**src/rtl/cond_logic.sv**
```systemverilog
// cond_logic: ARM-style condition check with split NZ/CV flag registers
module cond_logic (
    input  logic       clk,
    input  logic       reset_n,
    input  logic       Valid,
    input  logic [3:0] Cond,
    input  logic [3:0] ALUFlags,
    input  logic [1:0] FlagW,
    input  logic       PCS,
    input  logic       RegW,
    input  logic       MemW,
    output logic       PCSrc,
    output logic       RegWrite,
    output logic       MemWrite,
    output logic       CondEx,
    output logic [3:0] Flags
);
    logic [1:0] nz;
    logic [1:0] cv;
    logic       n, z, c, v;
    logic       pass;

    assign Flags      = {nz, cv};
    assign {n, z, c, v} = Flags;
    assign CondEx     = Valid & pass;
    assign PCSrc      = PCS & CondEx;
    assign RegWrite   = RegW & CondEx;
    assign MemWrite   = MemW & CondEx;

    // decode the condition field against the registered flags only
    always_comb begin
        pass = 1'b1;
        case (Cond)
            4'b0000: pass = z;
            4'b0001: pass = ~z;
            4'b0010: pass = c;
            4'b0011: pass = ~c;
            4'b0100: pass = n;
            4'b0101: pass = ~n;
            4'b0110: pass = v;
            4'b0111: pass = ~v;
            4'b1000: pass = c & ~z;
            4'b1001: pass = ~c | z;
            4'b1010: pass = n == v;
            4'b1011: pass = n != v;
            4'b1100: pass = ~z & (n == v);
            4'b1101: pass = z | (n != v);
            default: pass = 1'b1;
        endcase
    end

    // each flag half loads only when its write request and the condition both hold
    always_ff @(posedge clk or negedge reset_n) begin
        if (!reset_n) begin
            nz <= 2'b00;
            cv <= 2'b00;
        end else begin
            if (FlagW[1] & CondEx) nz <= ALUFlags[3:2];
            if (FlagW[0] & CondEx) cv <= ALUFlags[1:0];
        end
    end
endmodule

```
**config.mk**
```make
export PLATFORM = sky130hd
export DESIGN_NAME = cond_logic
export DESIGN_NICKNAME = d
export VERILOG_FILES = /design/src/rtl/cond_logic.sv
export SDC_FILE = /design/constraint.sdc
export NUM_CORES = 1
export LEC_CHECK = 0
export ABC_CLOCK_PERIOD_IN_PS = 1620
export BUFFER_PORTS_ARGS = -buffer_cell sky130_fd_sc_hd__buf_2
export CAP_MARGIN = 40
export CORE_UTILIZATION = 25
export CTS_BUF_LIST = sky130_fd_sc_hd__clkbuf_2
export DETAILED_ROUTE_END_ITERATION = 8
export PLACE_DENSITY_LB_ADDON = 0.1
export SETUP_SLACK_MARGIN = 0.3
export SYNTH_ARGS = -nofsm -noshare
export SYNTH_HDL_FRONTEND = slang
export SYNTH_SLANG_ARGS = --single-unit
```
**constraint.sdc**
```tcl
create_clock -name clk -period 1.62 [get_ports clk]
set_clock_uncertainty 0.1 [all_clocks]
set_input_delay 0.162 -clock clk [delete_from_list [all_inputs] [get_ports clk]]
set_output_delay 0.162 -clock clk [all_outputs]
set_load 0.01 [all_outputs]
```
# --- Yosys cells after proc, flatten, opt, wreduce, memory -nomap -nowiden ---
# Index checks and enable logic that the tools add are counted.
word_totals:
  romBits: 0
  latch_bits: 0
  memories: 0
  mem_bits_rw: 0
  elab_cells: 33
  reg_bits: 4
  out_inout_bits: 8
  in_bits: 16
classes:
  n_shift: 0
  n_div: 0
  n_reduce_logical: 1
  n_lt_le_gt_ge: 0
  n_mul: 0
  muxes: 1
  n_addsub: 0
  eq_ne: 15
  n_bitwise: 14
ops:
  columns: ["operator", "n"]
  rows:
  - ["equality test 4 bit (second input constant)", 6]
  - ["equality test 4 x 3 -> 1 bit (second input constant)", 4]
  - ["one-hot mux 1 bit (14 select lines)", 1]
  - ["bitwise AND 1 bit", 8]
  - ["equality test 4 x 2 -> 1 bit (second input constant)", 2]
  - ["equality test 4 x 1 -> 1 bit (second input constant)", 1]
  - ["zero test 4 bit", 1]
  - ["inverter 1 bit", 4]
  - ["OR 1 bit", 2]
  - ["equality test 1 bit", 1]
  - ["!= test 1 bit", 1]

# --- Depth between registers and ports, before layout ---
depth:
  ltp_word: 5
  depth_mapped: 5
  ltp_nobuf: 5

# --- Worst setup path after synthesis ---
# OpenSTA, ideal clock, no wires.
synth_timing:
  kind: "register -> output"
  from: "register nz[1]"
  to: "output MemWrite"
  arrival_time_ns: 1.581
  slack_ns: -0.223
  stages_incl_launch_ff: 6
  n_path_buf: 0
  t_required_ns: 1.358
  path_cell_list: "dfrtp_1 > mux2i_1 > mux2_4 > nor4b_1 > and2_1 > and2_1"
synth_via:
  elab_chain_cells: 5
  elab_cells_between_ends: 8
synth_lines:
  columns: ["item", "line", "text"]
  rows:
  - ["start: declaration", "18", "logic [1:0] nz;"]
  - ["start signal: assignment", "58", "if (FlagW[1] & CondEx) nz <= ALUFlags[3:2];"]
  - ["!= test 1 bit / equality test 1 bit (equally long branches)", null, null]
  - ["OR 1 bit / bitwise AND 1 bit (equally long branches)", "47, 46", null]
  - ["one-hot mux 1 bit (14 select lines) *", "33", "case (Cond)"]
  - ["bitwise AND 1 bit *", "25", "assign CondEx = Valid & pass;"]
  - ["via CondEx", "15", "output logic CondEx,"]
  - ["bitwise AND 1 bit *", "28", "assign MemWrite = MemW & CondEx;"]
  - ["end: declaration", "14", "output logic MemWrite,"]
# Mark *: on every way through the listed nets, which the timed path passes. The rest lies on a longest branch.

# --- Worst setup path in the final report ---
layout_timing:
  from: "register nz[1]"
  to: "output MemWrite"
layout_via:
  elab_chain_cells: 5
  elab_cells_between_ends: 8
layout_lines:
  columns: ["item", "line"]
  rows:
  - ["!= test 1 bit / equality test 1 bit (equally long branches)", null]
  - ["OR 1 bit / bitwise AND 1 bit (equally long branches)", "47, 46"]
  - ["one-hot mux 1 bit (14 select lines) *", "33"]
  - ["bitwise AND 1 bit *", "25"]
  - ["bitwise AND 1 bit *", "28"]
# Every way passes the cells marked *; elsewhere a longest branch is shown, timed or not.

==> flow_metrics.py <==
metrics = {
    "worst_setup_path": {
        "crit_slowest_cell": "dfrtp_1",
        "cp_cell_sequence": "mux2i_1 > mux2_4 > nor4b_2 > and2_4 > and2_4 > buf_6",
        "worst_path_most_repeated_cell": "and2_4",
        "crit_path_end_kind": "primary output",
        "cp_data_arrival_time_ns": 1.74,
        "cp.required_ns": 1.36,
        "path_buf_inv": 1,
        "critPathLaunchType": "register",
        "crit_type": "register to primary output",
        "critPathMaxStageDelay_ns": 0.40,
        "cp_top_family": "multiplexers",
        "critPathMaxFanout": 4,
    },
    "layout": {
        "areaGrowthSynthToFinish_pct": 73.6,
        "post-route-util_pct": 47.6,
        "fillers": 135,
        "multi_input_area_um2": 282,
        "num_antenna_cells": 0,
        "nNetsFinal": 92,
        "register_area_um2": 100,
        "drive_gt1_share_pct": 56.8,
    },
    "timing": {
        "max_freq_ghz": 0.500,
        "fin_crit_ns": 2.00,
        "final-hold-violation-count": 0,
        "drv_slew": 0,
        "fin_hold_ws_ns": 0.0766,
        "worstMarginPinSlew_ns": 0.320,
        "fin_crit_sh_pct": 123,
        "rsz0062_at_grt": "true",
        "setup_violations": 8,
        "fin_ws_ns": -0.379,
        "timing.slew.headroom_pct": 78.1,
    },
    "yosys": {
        "syn_area_per_cell_um2": 9.87,
        "synthAdderAreaFrac_pct": 0,
        "synth_area_leader_cell": "dfrtp_1",
        "synthXorXnorAreaFrac_pct": 2.40,
        "synth-simple-area-share_pct": 38.4,
        "synth.area.top_cells": "dfrtp_1 27%, mux2i_1 14%, mux2_1 12%, and2_1 6.8%, mux2_4 4.1%",
        "synth.distinct_cells": 19,
        "synth_nets": 53,
        "synthMuxAreaShare_pct": 30.1,
        "synth_warnings": 0,
        "synth_compound_area_share_pct": 1.71,
        "synth_cells": 37,
        "synth_top_area_share_pct": 27.4,
        "syn_area_um2": 365,
        "synth_seq_cells": 4,
        "synth_top_family_by_area": "simple AND/OR/NAND/NOR gates",
        "yosysSeqAreaShare_pct": 27.4,
    },
    "cts": {
        "cts.clk_slew.worst_paths_ns": 0.04,
        "cts_tree": "built",
        "clock_path_buffers": 2,
        "numCtsBuffers": 3,
        "worstSkewPairLatency_ns": 0.20,
        "clock_sinks": 4,
        "htreeDepth": 1,
        "root_buffer": "clkbuf_2",
    },
    "floorplanning": {
        "die_area_um2": 1620,
        "die_h_um": 40.2,
        "ios": 24,
        "rows": 13,
        "die_x_um": 40.2,
        "core_um2": 1330,
        "start_util_pct": 27.4,
    },
    "global_route": {
        "first_global_vias": 390,
        "antenna_found_initial": 0,
        "grt_overflow_total": 0,
        "grt_pass1_wl_um": 1570,
        "grt_max_degree": 8,
        "grtUsageTotal_pct": 15.0,
    },
    "routing": {
        "vias_per_cell": 4.73,
        "wirelength_um": 950,
        "first_pass_iters": 1,
        "first_iter_violations": 0,
        "drc": 0,
        "via_count": 421,
        "wl_per_cell_um": 10.7,
        "final_antenna_net_count": 0,
    },
    "outcome": {
        "status": "finished with violations",
        "violations": "negative setup slack",
    },
    "power_and_ir_drop": {
        "power_density_nw_per_um2": 1070,
        "internal_power_mw": 0.438,
        "seqPwrFrac_pct": 26.9,
        "switching_share_pct": 35.7,
        "p_comb_share_pct": 60.4,
        "power_switching_mw": 0.243,
        "pwr-share-clk_pct": 12.7,
        "power_leakage_nw": 0.321,
        "ir_drop_uv": 671,
    },
    "place": {
        "port_buffers": 23,
        "routabilityCongestion": 0.687,
        "dp_hpwl_um": 775,
        "pre_cts_slack_ns": -0.213,
    },
    "run": {
        "max_cap_viol_count": 0,
    },
    "min_path": {
        "hold_path.class": "input port to register",
    },
}
==> cell usage in the layout (no fill, tap or decap), types with 2 or more instances in the layout <==
cell type  instances
clkbuf_2           3
buf_4             10
nand2_1            4
mux2i_1            5
and2_4             4
mux2_1             4
nor4_1             2
nor3b_1            2
buf_6              3
dfrtp_1            4
buf_2             20
==> per-stage QoR <==
stage,power (mW),std cells,cell area [um^2],TNS (ns)
after floorplan,0.379,37,382,-0.732
after global placement,0.556,82,568,-1.66
after detailed placement,0.560,82,568,-1.51
after CTS,0.693,89,634,-2.56
after global routing,0.739,89,634,-3.37
final,0.681,89,634,-2.50
==> kinds of logic after synthesis <==
group	Yosys count
AOI/OAI and AO/OA	1
DFF	4
muxes	10
xor gates and xnor gates	1
and+or+nand+nor	21
==> worst reg2reg max path, stage by stage, from the launching register on <==
cell	delay [ns]
dfrtp_1	0.40
mux2i_1	0.19
mux2_4	0.33
buf_4	0.14
nor4_1	0.17
nand2_1	0.14
mux2_1	0.33
==> final timing paths <==
kind                              startpoint                end  slack [ns]  depth (start not counted)
max                        nz[1]$_DFFE_PN0P_           MemWrite       -0.38                          6
min reg2reg                cv[0]$_DFFE_PN0P_  cv[0]$_DFFE_PN0P_        0.54                          2
min in group asynchronous            reset_n  nz[0]$_DFFE_PN0P_        0.19                          2
max reg2reg                nz[1]$_DFFE_PN0P_  nz[1]$_DFFE_PN0P_       -0.29                          6
max in group asynchronous            reset_n  cv[0]$_DFFE_PN0P_        1.12                          2
min                              ALUFlags[0]  cv[0]$_DFFE_PN0P_        0.08                          2
==> layer usage <==
layer | wire [um] | global-route usage (%) | up-vias
met4 | 0 | 10.0 | 0
met2 | 455 | 26.2 | 19
li1 | - | - | 215
met3 | 66 | 3.33 | 0
met5 | 0 | 0 | -
met1 | 428 | 16.0 | 187
==> power by group through the flow <==
stage               Clock (mW)  Combinational, mW  Sequential (mW)
floorplan                    0              0.175            0.204
global placement             0              0.373            0.182
detailed placement           0              0.374            0.186
CTS                     0.0931              0.417            0.183
global route            0.0975              0.451            0.190
finish                  0.0866              0.411            0.183
==> registers in the layout, indices dropped and copies added (netlist names) <==
| name | count |
|---|---|
| cv | 2 |
| nz | 2 |
==> cell usage after synthesis (all sizes together) <==
cell type  instances
nor3               1
and3b              1
nand4b             1
nor4               2
dfrtp              4
mux2i              5
nand4bb            1
nand3b             1
nand2              4
xor2               1
and2               4
nand2b             1
or2b               1
mux2               5
o22ai              1
nor4b              1
nor3b              2
or3b               1
==> what timing repair did <==
item | CTS | global route
resized for setup | 3 | 0
endpoints found under the hold margin | 4 | 0
setup endpoints to repair | 8 | 8
pin swaps | 0 | 1
hold buffers | 1 | 0
buffers inserted | 3 | 0
==> area by class of cell <==
type	instances	share of cell area, %
clock buffer	3	2.37
timing repair buffer	34	34.5
tap	15	2.96
sequential	4	15.8
multi-input combinational	33	44.4
Power figures use the tool's default switching activity.
